$ cat config.mk
export PLATFORM = sky130hd
export DESIGN_NAME = proc_host_seq
export DESIGN_NICKNAME = d
export VERILOG_FILES = /design/src/rtl/proc_host_seq.sv
export SDC_FILE = /design/constraint.sdc
export NUM_CORES = 1
export LEC_CHECK = 0
export CORE_UTILIZATION = 30
export CTS_CLUSTER_DIAMETER = 80
export CTS_CLUSTER_SIZE = 30
export DETAILED_ROUTE_END_ITERATION = 10
export PLACE_DENSITY = 0.53
export SYNTH_ARGS = -nofsm -noshare
export SYNTH_HDL_FRONTEND = slang
export SYNTH_SLANG_ARGS = --single-unit
$ cat constraint.sdc
create_clock -name clk -period 2.7 [get_ports clk]
set_input_delay 0.54 -clock clk [delete_from_list [all_inputs] [get_ports clk]]
set_output_delay 0.54 -clock clk [all_outputs]
set_load 0.01 [all_outputs]
$ cat src/rtl/proc_host_seq.sv
// proc_host_seq: host-side sequencer that loads data memory, runs the processor via req/done, and streams a result window back.
module proc_host_seq #(
    parameter int AW      = 8,
    parameter int LD_BASE = 0,
    parameter int LD_LEN  = 64,
    parameter int RD_BASE = 64,
    parameter int RD_LEN  = 32,
    parameter int CW      = 16,
    parameter int TMO     = 4000
) (
    input  logic          clk,
    input  logic          reset,
    input  logic          start,
    input  logic          in_valid,
    input  logic [7:0]    in_data,
    output logic          in_ready,
    output logic          mem_wr_en,
    output logic [AW-1:0] mem_addr,
    output logic [7:0]    mem_wdata,
    input  logic [7:0]    mem_rdata,
    output logic          proc_req,
    input  logic          proc_done,
    output logic          out_valid,
    output logic [7:0]    out_data,
    input  logic          out_ready,
    output logic          busy,
    output logic          fin,
    output logic          timeout,
    output logic [CW-1:0] cycles
);
    typedef enum logic [2:0] {S_IDLE, S_LOAD, S_REQ, S_WAIT, S_RD_ISSUE, S_RD_HOLD, S_FIN} state_t;
    state_t        r_state, w_next;
    logic [AW-1:0] r_ptr;
    logic [31:0]   r_cnt;
    logic [CW-1:0] r_cycles;
    logic [7:0]    r_dat;
    logic          r_armed, r_req, r_hold, r_timeout;
    logic [CW-1:0] w_cyc_n;
    logic          w_done, w_tmo, w_ld_last, w_rd_last;

    assign w_cyc_n   = r_cycles + 1'b1;
    assign w_done    = r_armed && proc_done;
    assign w_tmo     = w_cyc_n == CW'(TMO);
    assign w_ld_last = r_cnt == 32'(LD_LEN - 1);
    assign w_rd_last = r_cnt == 32'(RD_LEN - 1);

    always_ff @(posedge clk or negedge reset) begin
        if (!reset) begin
            r_state   <= S_IDLE;
            r_ptr     <= '0;
            r_cnt     <= '0;
            r_cycles  <= '0;
            r_dat     <= '0;
            r_armed   <= 1'b0;
            r_req     <= 1'b0;
            r_hold    <= 1'b0;
            r_timeout <= 1'b0;
        end else begin
            r_state <= w_next;
            r_req   <= w_next == S_REQ;
            if (r_state == S_IDLE && start) begin
                r_ptr     <= AW'(LD_BASE);
                r_cnt     <= '0;
                r_cycles  <= '0;
                r_timeout <= 1'b0;
            end
            if (r_state == S_LOAD && in_valid) begin
                r_ptr <= r_ptr + 1'b1;
                r_cnt <= r_cnt + 1;
            end
            if (r_state == S_REQ)
                r_armed <= 1'b0;
            if (r_state == S_WAIT) begin
                r_cycles <= w_cyc_n;
                if (!proc_done)
                    r_armed <= 1'b1;
                if (w_done) begin
                    r_ptr <= AW'(RD_BASE);
                    r_cnt <= '0;
                end else if (w_tmo)
                    r_timeout <= 1'b1;
            end
            // First RD_HOLD cycle forwards mem_rdata directly and latches it for any stall.
            if (r_state == S_RD_HOLD) begin
                r_hold <= !out_ready;
                if (!r_hold)
                    r_dat <= mem_rdata;
                if (out_ready) begin
                    r_ptr <= r_ptr + 1'b1;
                    r_cnt <= r_cnt + 1;
                end
            end
        end
    end

    always_comb begin
        w_next = r_state;
        case (r_state)
            S_IDLE:     w_next = start ? (LD_LEN > 0 ? S_LOAD : S_REQ) : S_IDLE;
            S_LOAD:     w_next = (in_valid && w_ld_last) ? S_REQ : S_LOAD;
            S_REQ:      w_next = S_WAIT;
            S_WAIT:     w_next = w_done ? (RD_LEN > 0 ? S_RD_ISSUE : S_FIN) : w_tmo ? S_FIN : S_WAIT;
            S_RD_ISSUE: w_next = S_RD_HOLD;
            S_RD_HOLD:  w_next = out_ready ? (w_rd_last ? S_FIN : S_RD_ISSUE) : S_RD_HOLD;
            S_FIN:      w_next = S_IDLE;
            default:    w_next = S_IDLE;
        endcase
    end

    always_comb begin
        in_ready  = r_state == S_LOAD;
        mem_wr_en = in_ready && in_valid;
        mem_addr  = (r_state == S_LOAD || r_state == S_RD_ISSUE) ? r_ptr : '0;
        mem_wdata = in_ready ? in_data : '0;
        proc_req  = r_req;
        out_valid = r_state == S_RD_HOLD;
        out_data  = (out_valid && !r_hold) ? mem_rdata : r_dat;
        busy      = r_state != S_IDLE;
        fin       = r_state == S_FIN;
        timeout   = r_timeout;
        cycles    = r_cycles;
    end
endmodule

==> results of run 1 <==
-- final timing paths --
path	startpoint	endpoint	slack [ns]	cells after the start
worst max-delay path	in_valid	mem_wr_en	0.14	4
worst min-delay path	reset	r_dat[3]	0.23	2
worst max register to register	r_state[0]	proc_req	0.37	11
max in group asynchronous	reset	r_state[1]	2.15	2
min in group clk	r_hold	r_hold	0.49	2
worst min register to register	r_hold	r_hold	0.49	2
-- cell families (layout without fill, tap and decap cells) --
group           Yosys count  after routing  share of synthesized area (%)
fa+ha+maj                 4              4                           1.23
buf+inv                  29            115                           3.17
compound gates           79             79                           12.3
simple gates            221            221                           29.7
xor+xnor                 30             30                           6.45
flops                    71             71                           43.6
mux                      13             13                           3.50
-- cells in the mapped netlist, types with 10 or more instances --
cell type  instances
nor4_1            11
dfrtp_1           71
o21ai_0           30
nor3_1            12
mux2_2            10
xnor2_1           16
xor2_1            14
and2_1            22
nand3_1           20
a21oi_1           16
nand2_1           41
nor2_1            51
clkbuf_1          11
nand4_1           19
-- registers in the layout, summed over array words and instances (netlist names) --
name,count
proc_req,1
r_ptr,8
r_dat,8
cycles,16
r_state,3
timeout,1
r_hold,1
r_armed,1
r_cnt,32
-- stage by stage --
stage          hold WS (ns)  power (mW)  cells  util [%]  instance area (um2)
2_1_floorplan         0.244        1.51    447         -                 4070
3_3_place_gp          0.465        1.71    686      37.8                 5010
3_5_place_dp          0.477        1.72    686      37.8                 5010
4_1_cts               0.246        3.02    709      40.7                 5380
5_1_grt               0.263        3.13    709      40.8                 5400
6_report              0.234        2.98    709      40.8                 5400
-- layout make-up --
cell class / count / area share (%)
Clock inverter: 5 / 1.51
Timing Repair Buffer: 93 / 16.2
Sequential cell: 71 / 33.0
Multi-Input combinational cell: 347 / 40.4
Clock buffer: 11 / 4.50
Tap cell: 176 / 4.08
Inverter: 6 / 0.417
-- routing by layer --
metal	routed length (um)	up-vias	global-route usage [%]
met1	4880	1725	20.1
met3	356	10	3.43
met5	0	-	0
met2	5120	54	26.4
met4	115	0	5.85
li1	-	1785	-
-- timing repair --
item	CTS	global route
setup endpoints to repair	17	16
gates resized for setup	7	6
hold buffers	0	0
setup buffers	7	0
hold endpoints to repair	0	0
-- worst reg2reg max path, cell delays in order (launching register included) --
cell and delay (ns):
dfrtp_1 0.38, nor2b_2 0.16, buf_4 0.12, buf_4 0.12
buf_4 0.12, buf_4 0.12, buf_4 0.12, buf_4 0.15
and3_1 0.19, mux2_2 0.27, a32o_1 0.29, nor4b_1 0.17
-- power by group through the flow --
stage	Clock [mW]	Sequential [mW]	Combinational [mW]
CTS	1.32	1.28	0.428
global placement	0	1.29	0.417
detailed placement	0	1.30	0.425
global route	1.36	1.30	0.474
finish	1.28	1.28	0.416
floorplan	0	1.27	0.244
==> metrics.cfg, run 1 <==
[finish]
nets = 554
layout_common_cells = dfrtp_1, clkdlybuf4s50_1, nor2_1, nand2_1, o21ai_0
nFillCells = 1348
drive_above_1_share_pct = 12.6
multi_input_area_um2 = 2180
diodes = 0
regArea_um2 = 1780
final_common_cell = dfrtp_1
syn_to_final_growth_pct = 32.6

[setup_path]
cp_max_fo = 3
slowest_delay_ns = 0.62
cpMostUsedCell = clkdlybuf4s50_1
path_delay_family = buffers and inverters
worstPathCellList = clkdlybuf4s50_1 -> inv_1 -> nor3_1 -> clkdlybuf4s50_1
required_ns = 2.16
startpoint_type = primary input
end_kind = primary output
critical_path_buf_inv_count = 3
crit_type = primary input to primary output
cp.arrival_ns = 2.02
cpMaxStageDelayCell = clkdlybuf4s50_1

[sta]
finalCritPeriodShare_pct = 94.8
setup_ws_ns = 0.140
setup_violations = 0
worst_pin_slew_ns = 0.934
fin_skew_ns = 0.00635
fin_tns_setup_ns = 0
rsz0062_at_grt = false
slew_headroom_pct = 37.5
final.min_clock_period_ns = 2.56
clock.fmax_mhz = 391
hold_viol_final = 0
drv_slew = 0

[synthesis]
ys_seq_area_share_pct = 43.6
synth.largest_area_cell = dfrtp_1
synthTopCellsByArea = dfrtp_1, nor2_1, nand2_1
synth_edf_count = 0
synth_seq_cells = 71
synth_top_area_share_pct = 43.6
synthCells = 447
async_flop_share_pct = 100
synth.distinct_cells = 58
yosysWarnings = 0
synth_nets = 473
ys.flop_type = dfrtp_1
avgSynthCellArea_um2 = 9.11
synth_area_um2 = 4070

[route]
avgRoutedWirePerCell_um = 14.8
viasPerCell = 5.04
drt_first_iter_violations = 252
final_antenna_net_count = 0
vias = 3574
routed_wirelength_um = 10500
drc = 0
dr.pass1.iters = 4

[pwr]
power.leakage_nw = 2.21
p_int_mw = 2.22
p_per_area_nw_per_um2 = 552
clock_power_share_pct = 43.1
seqPwrFrac_pct = 42.9
p_switching_mw = 0.757
vdd_drop_max_mv = 0.364
combPwrFrac_pct = 14.0
switching_share_pct = 25.4

[global_routing]
overflow = 0
grt_pass1_wl_um = 17800
antenna_found_initial = 0
grt_usage_pct = 15.8
grt_pass1_vias = 3530
grt_start_max_net_pins = 72

[clock_network]
clock_latency_ns = 0.33
ctsRootBufferMaster = clkbuf_16
cts_sinks = 71
tritoncts = yes
htreeDepth = 3
ctsLongestPathBuffers = 2
clk_pin_slew_ns = 0.05
numCtsBuffers = 9

[hold_path]
min_path_type = primary input to async pin

[die]
dieArea_um2 = 14000
fp.dieW_um = 118
ioPinCount = 69
rows = 42
die_h_um = 118
core_um2 = 13200
initial_core_util_pct = 30.7

[placement]
place_ws_ns = 0.127
place_congestion = 0.795
portBuffers = 68
hpwlAfterDp_um = 7330

[run_status]
outcome = complete, no violations

[job]
max-cap-violations = 0

Power figures use the tool's default switching activity.
==> run 2, diff against run 1 <==
- SLEW_MARGIN: default -> 20
==> results of run 2 <==
No change in the layout: final DEF, timing and power equal those of run 1.
